===== config.mk =====
export PLATFORM = sky130hd
export DESIGN_NAME = vram_scan_arbiter
export DESIGN_NICKNAME = d
export VERILOG_FILES = /design/src/rtl/vram_scan_arbiter.sv
export SDC_FILE = /design/constraint.sdc
export NUM_CORES = 1
export LEC_CHECK = 0
export BUFFER_PORTS_ARGS = -buffer_cell sky130_fd_sc_hd__buf_2
export CELL_PAD_IN_SITES_DETAIL_PLACEMENT = 1
export CELL_PAD_IN_SITES_GLOBAL_PLACEMENT = 1
export CORE_MARGIN = 2
export CORE_UTILIZATION = 34
export DETAILED_ROUTE_END_ITERATION = 8
export GPL_ROUTABILITY_DRIVEN = 0
export PLACE_DENSITY = 0.86
export SYNTH_ARGS = -nofsm -noshare
export SYNTH_HDL_FRONTEND = slang
export SYNTH_SLANG_ARGS = --single-unit

===== constraint.sdc =====
create_clock -name clk -period 1.7 [get_ports clk]
set_input_delay 0.17 -clock clk [delete_from_list [all_inputs] [get_ports clk]]
set_output_delay 0.17 -clock clk [all_outputs]
set_load 0.02 [all_outputs]

===== src/rtl/vram_scan_arbiter.sv =====
// vram_scan_arbiter
//   Single-port video RAM scheduler. Pixel strobes in the visible region get a
//   guaranteed display read. All other cycles are offered to host writes. Read
//   data comes back as a registered pixel word two clocks after the strobe.
//   Scan-out is held off until the first frame wrap after reset, so the display
//   always starts on a clean frame boundary.
//
//   Build option: define VRAM_BLANK_ONLY_EN to restrict host writes to the
//   blanking interval (tear-free updates). When it is undefined, writes may
//   interleave with scan-out in any cycle without a display strobe.
//
//   Ports
//     clk, rst          : clock, asynchronous active-low reset
//     pix_clk           : one-clk pixel strobe from the pixel iterator
//     draw_active       : iterator is inside the visible region
//     pix_x, pix_y      : iterator column / row
//     draw_end          : last visible line done (echoed as vblank_evt)
//     screen_end        : frame wrap
//     host_req/addr/wdata, host_gnt : host write port, accept = req & gnt
//     host_err          : sticky, an accepted write was out of range
//     mem_en/we/addr/wdata, mem_rdata : registered single-port RAM interface
//     pix_data, pix_valid : pixel word to the DAC stage
//     frame_cnt         : frames scanned since reset (mod 256)
module vram_scan_arbiter #(
  parameter int H_OFFSET = 160,
  parameter int H_RES    = 640,
  parameter int V_RES    = 480,
  parameter int DW       = 8,
  parameter int AW       = 19
) (
  input  logic          clk,
  input  logic          rst,
  input  logic          pix_clk,
  input  logic          draw_active,
  input  logic [9:0]    pix_x,
  input  logic [8:0]    pix_y,
  input  logic          draw_end,
  input  logic          screen_end,
  input  logic          host_req,
  input  logic [AW-1:0] host_addr,
  input  logic [DW-1:0] host_wdata,
  output logic          host_gnt,
  output logic          host_err,
  output logic          vblank_evt,
  output logic          mem_en,
  output logic          mem_we,
  output logic [AW-1:0] mem_addr,
  output logic [DW-1:0] mem_wdata,
  input  logic [DW-1:0] mem_rdata,
  output logic [DW-1:0] pix_data,
  output logic          pix_valid,
  output logic [7:0]    frame_cnt
);

  // One extra bit so the pixel count itself is representable for the compare.
  localparam logic [AW:0] PIX_TOTAL = (AW+1)'(H_RES * V_RES);

  typedef enum logic {
    SYNC_WAIT = 1'b0,
    SCAN      = 1'b1
  } state_e;

  state_e        state_q;
  logic          host_err_q;
  logic          vblank_q;
  logic          mem_en_q;
  logic          mem_we_q;
  logic [AW-1:0] mem_addr_q;
  logic [DW-1:0] mem_wdata_q;
  logic          rd_pend_q;   // a display read was presented to the RAM last cycle
  logic [DW-1:0] pix_data_q;
  logic          pix_valid_q;
  logic [7:0]    frame_cnt_q;

  logic          disp_sel;
  logic          host_acc;
  logic          host_in_range;
  logic [AW-1:0] disp_addr;

  assign disp_sel = pix_clk & draw_active & (state_q == SCAN);

  // Linear frame-buffer address; the constant multiply reduces to shifts/adds.
  assign disp_addr = AW'(pix_y) * AW'(H_RES) + AW'(pix_x) - AW'(H_OFFSET);

`ifdef VRAM_BLANK_ONLY_EN
  assign host_gnt = host_req & ~draw_active & ~disp_sel;
`else
  assign host_gnt = host_req & ~disp_sel;
`endif

  assign host_acc      = host_req & host_gnt;
  assign host_in_range = ({1'b0, host_addr} < PIX_TOTAL);

  always_ff @(posedge clk or negedge rst) begin
    if (!rst) begin
      state_q     <= SYNC_WAIT;
      host_err_q  <= 1'b0;
      vblank_q    <= 1'b0;
      mem_en_q    <= 1'b0;
      mem_we_q    <= 1'b0;
      mem_addr_q  <= '0;
      mem_wdata_q <= '0;
      rd_pend_q   <= 1'b0;
      pix_data_q  <= '0;
      pix_valid_q <= 1'b0;
      frame_cnt_q <= '0;
    end else begin
      vblank_q <= draw_end;

      // Frame alignment: the wrap that starts scanning is not counted.
      case (state_q)
        SYNC_WAIT: if (screen_end) state_q <= SCAN;
        SCAN:      if (screen_end) frame_cnt_q <= frame_cnt_q + 8'd1;
        default:   state_q <= SYNC_WAIT;
      endcase

      // RAM command slot. Address/data hold when the slot is idle.
      if (disp_sel) begin
        mem_en_q   <= 1'b1;
        mem_we_q   <= 1'b0;
        mem_addr_q <= disp_addr;
      end else if (host_acc && host_in_range) begin
        mem_en_q    <= 1'b1;
        mem_we_q    <= 1'b1;
        mem_addr_q  <= host_addr;
        mem_wdata_q <= host_wdata;
      end else begin
        mem_en_q <= 1'b0;
        mem_we_q <= 1'b0;
      end

      // An out-of-range write is still acknowledged but dropped.
      if (host_acc && !host_in_range) host_err_q <= 1'b1;

      // Read pipeline: the RAM samples the read one edge after it is issued and
      // its data is captured on the following edge.
      rd_pend_q   <= mem_en_q & ~mem_we_q;
      pix_valid_q <= rd_pend_q;
      if (rd_pend_q) pix_data_q <= mem_rdata;
    end
  end

  assign host_err   = host_err_q;
  assign vblank_evt = vblank_q;
  assign mem_en     = mem_en_q;
  assign mem_we     = mem_we_q;
  assign mem_addr   = mem_addr_q;
  assign mem_wdata  = mem_wdata_q;
  assign pix_data   = pix_data_q;
  assign pix_valid  = pix_valid_q;
  assign frame_cnt  = frame_cnt_q;

endmodule


=== Word level (Yosys, flattened, before mapping) ===
Index checks and enable logic that the tools add are counted.

* Bits in registers: 50
* Latch bits: 0
* RAM bits: 0
* Memory bits (read-only): 0
* Word-level logic and storage cells: 36
* Memories: 0

* Add/subtract/negate cells: 3
* Multiply operators: 1
* Divide/modulo/power cells: 0
* $lt $le $gt $ge: 1
* Equal/unequal tests: 0
* Shift-type cells: 0
* Multiplexer cells: 7
* Bitwise logic cells: 7
* Reduce and logical (&&, ||, !) cells: 6

{| class="wikitable"
|+ Operator list
! kind !! count
|-
| $mux 19 || 2
|-
| $add 19x10->19 || 1
|-
| $lt 19x19->1 const B || 1
|-
| $sub 19x8->19 const B || 1
|-
| $mul 9x3->12 const B || 1
|-
| $add 8x1->8 const B || 1
|-
| $and 1x1->1 || 5
|-
| $mux 1 || 5
|-
| $reduce_and 2->1 || 2
|-
| $logic_and 1x1->1 || 2
|-
| $not 1->1 || 2
|-
| $reduce_bool 2->1 || 1
|-
| $logic_not 1->1 || 1
|}

=== Depth between registers and ports, before layout ===
* Depth in word-level cells: 8
* Depth in mapped cells: 15

=== Worst setup path before layout ===
Ideal clock, no wire load.

* Path kind: input -> register
* Start point: input port pix_y[1]
* End point: register mem_addr_q[18] (netlist: mem_addr[18])
* Library setup time: 0.077 ns
* Data arrival time: 2.829 ns
* Data required time: 1.623 ns
* Slack: -1.206 ns
* Cell stages on the path: 15
* Path buffers: 0
* Cells stage by stage: ha_1 -> ha_1 -> inv_1 -> fa_1 -> nor2b_1 -> o21ai_0 -> a21oi_1 -> inv_1 -> ha_1 -> a21o_1 -> a21oi_1 -> o21ai_2 -> a41o_1 -> xor2_1 -> a21oi_1

* Cells in the longest elaborated chain, start to end: 4

{| class="wikitable"
|+ Ends and longest elaborated chain
! item !! RTL line !! source
|-
| from (decl) || 36 || <nowiki>input logic [8:0] pix_y,</nowiki>
|-
| $mul 9x3->12 || 83 || <nowiki>assign disp_addr = AW'(pix_y) * AW'(H_RES) + AW'(pix_x) - AW'(H_OFFSET);</nowiki>
|-
| $add 19x10->19 || 83 ||
|-
| $sub 19x8->19 || 83 ||
|-
| $mux 19 || 118 || <nowiki>if (disp_sel) begin</nowiki>
|-
| to (signal assigned) || 121 || <nowiki>mem_addr_q <= disp_addr;</nowiki>
|-
| to (signal assigned) || 125 || <nowiki>mem_addr_q <= host_addr;</nowiki>
|-
| to (decl) || 68 || <nowiki>logic [AW-1:0] mem_addr_q;</nowiki>
|}

Every way passes these cells.
A chain may end at the register's enable or synchronous reset.

=== Final worst setup path ===
* Start point: input port pix_y[3]
* End point: register mem_addr_q[18] (netlist: mem_addr[18])

Same word-level chain as after synthesis.

==> impl_metrics.tcl <==
set metrics [dict create \
    violations "negative setup slack" \
    syn-cell-area_um2 3050 \
    synth_cell_types 50 \
    ios 110 \
    synth_edf_count 0 \
    antennaDiodeCount 0 \
    overflow 0 \
    timing.fmax_mhz 388 \
    dpl_worst_slack_ns -1.26 \
    root_buffer "clkbuf_8" \
    path_clk_slew_ns 0.09 \
    grt_pass1_wl_um 15100 \
    clock_skew_ns 0.00609 \
    hp-start "pix_x[5]" \
    avgSynthCellArea_um2 10.6 \
    worstPathMaxFanout 3 \
    drc 0 \
    core_area_um2 8720 \
    synth_top_area_share_pct 41.0 \
    clkLatencyLatePin_ns 0.29 \
    drt_iter0_markers 65 \
    grt_use_total_pct 19.3 \
    path_class "in -> reg" \
    yosys.area.top_type "dfrtp_1" \
    crit_required_ns 1.87 \
    setup_slack_ns -0.879 \
    grt_pass1_vias 3160 \
    initial_core_util_pct 35.0 \
    antenna_left 0 \
    ys.flop_type "dfrtp_1" \
    design_area_um2 4780 \
    firstDrtPassIters 4 \
    finalMaxSlewViolations 0 \
    routed.top_layer "met4" \
    reg2reg_from "state_q" \
    final-setup-viol-count 8 \
    rsz0062_at_grt "yes" \
    antenna_found_initial 0 \
    synth_seq_cells 50 \
    finish.utilization_pct 54.8 \
    startpoint "pix_y[3]" \
    status "finished with violations" \
    ys_seq_area_share_pct 41.0 \
    post-dp-hpwl_um 7360 \
    syn-num-nets 381 \
    wl_per_cell_um 17.2 \
    grt_start_max_net_pins 28 \
    die_w_um 98.7 \
    finalCritPeriodShare_pct 152 \
    min_period_ns 2.58 \
    avgViaCountPerCell 5.09 \
    wl_met2_um 5240 \
    critPathArrivalTime_ns 2.75 \
    rows 34 \
    relSlewSlack_pct 64.7 \
    htreeDepth 2 \
    die_area_um2 9740 \
    routed_wl_um 9690 \
    drive_above_1_share_pct 55.0 \
    place.port_buffers 109 \
    maxCapViolCount 0 \
    finalPower_mw 5.33 \
    cts_tree "yes" \
    leakagePower_nw 2.26 \
    numCtsBuffers 5 \
    hold_class "in -> reg" \
    peakVddDrop_uv 337 \
    cp-start-kind "input port" \
    synthArstFlopShare_pct 100 \
    area_delta_synth_final_pct 56.9 \
    ys_warn_count 0 \
    num_vias 2872 \
    die_y_um 98.7 \
    hold_viol 0 \
    worst_pin_slew_ns 0.529 \
    cellPowerDensity_nw_per_um2 1110 \
    crit_path_end_kind "flip-flop" \
    postPlaceCellArea_um2 4370 \
    met1_length_um 3660 \
    wl_met3_um 485 \
    clock_sinks 50 \
    postSynthCellCount 288 \
    cts_buffer_depth 2 \
    synth.area.top_cells "dfrtp_1 (41%), ha_1 (12%), xnor2_1 (3.4%)" \
    final_nets 548 \
]
-- worst max-delay path: stages --
cell       delay [ns]
buf_8            0.10
ha_4             0.26
ha_4             0.13
inv_2            0.04
fa_2             0.38
nor2b_4          0.17
o31a_1           0.23
a21oi_2          0.07
buf_4            0.16
ha_4             0.27
o2111ai_2        0.10
o21ai_2          0.18
a41o_1           0.21
xor2_1           0.18
a21oi_1          0.09
-- layout by cell type, fill, tap and decap left out, drive strengths merged, types with 2 or more instances in the layout --
cell	instances
a211oi	3
xnor2	12
a221o	2
a21oi	15
and2	2
nor3	2
mux2	18
or3	2
ha	30
xor2	8
o31ai	4
o21bai	3
nor4	2
fa	2
mux2i	9
nand2b	2
o21ai	22
or3b	2
nand3	8
dlygate4sd3	2
nor2	12
and3	5
inv	22
buf	165
o21a	3
nand2	15
a21o	6
clkbuf	6
dfrtp	50
a22oi	5
nor2b	4
-- cell type report --
cell class / count / area (um^2)
fill: 989 / 3940
multi-input combinational: 209 / 2140
sequential: 50 / 1250
timing repair buffer: 167 / 1070
tap: 108 / 135
inverter: 22 / 85.1
clock buffer: 6 / 82.6
clock inverter: 2 / 12.5
-- per-stage QoR --
stage / hold slack [ns] / setup TNS, ns / cells
2_1_floorplan: -0.126 / -4.69 / 288
3_3_place_gp: 0.165 / -7.59 / 551
3_5_place_dp: 0.175 / -8.70 / 551
4_1_cts: 0.0492 / -4.43 / 564
5_1_grt: 0.0456 / -5.42 / 564
6_report: 0.0482 / -4.75 / 564
-- per-layer routing --
layer / track usage, % / up-vias
met1: 20.5 / 1384
met5: 0 / -
met4: 7.38 / 0
met2: 37.3 / 106
li1: - / 1359
met3: 3.62 / 23
-- registers in the layout, summed over array words and instances (netlist names) --
signal      flops
host_err        1
vblank_evt      1
mem_wdata       8
rd_pend_q       1
mem_en          1
mem_we          1
pix_valid       1
state_q         1
mem_addr       19
pix_data        8
frame_cnt       8
-- timing repair --
item                       CTS  global route
buffers inserted             5             0
setup endpoints to repair    9            10
resized for setup           32            20
pin swaps                   23            18
hold endpoints to repair    23             0
hold buffers                 2             0
-- cells in the mapped netlist, types with 3 or more instances --
| library cell | number |
|---|---|
| a211oi_1 | 3 |
| a21o_1 | 6 |
| a21oi_1 | 14 |
| a22oi_1 | 5 |
| and3_1 | 5 |
| dfrtp_1 | 50 |
| ha_1 | 30 |
| inv_1 | 20 |
| mux2_1 | 9 |
| mux2_2 | 9 |
| mux2i_1 | 9 |
| nand2_1 | 15 |
| nand3_1 | 8 |
| nor2_1 | 12 |
| nor2b_1 | 4 |
| o21a_1 | 3 |
| o21ai_0 | 5 |
| o21ai_1 | 16 |
| o31ai_1 | 4 |
| xnor2_1 | 12 |
| xor2_1 | 8 |
-- cell families (layout without fill, tap and decap cells) --
logic type                 count (synthesis)  in the layout  share of synthesized area [%]
DFF                                       50             50                           41.0
muxes                                     27             27                           9.60
adders and majority gates                 32             32                           13.6
xor gates and xnor gates                  20             20                           5.74
AOI/OAI and AO/OA                         71             71                           16.0
buffers and inverters                     29            197                           4.27
and+or+nand+nor                           59             59                           9.77
-- worst paths after layout --
check,to,slack [ns],cells after the start
worst max-delay path,mem_addr[18],-0.88,15
worst min-delay path,mem_addr[5],0.05,2
worst max register to register,mem_addr[10],0.18,7
worst min register to register,rd_pend_q,0.45,1
max in group asynchronous,mem_wdata[5],0.69,3
min in group asynchronous,vblank_evt,0.38,2
-- power breakdown --
part,internal (mW),total (mW),switching (mW)
Clock,0.328,0.709,0.381
Sequential,1.47,1.68,0.203
Combinational,1.39,2.94,1.55
Note: power is estimated with default switching activity, not from simulation.
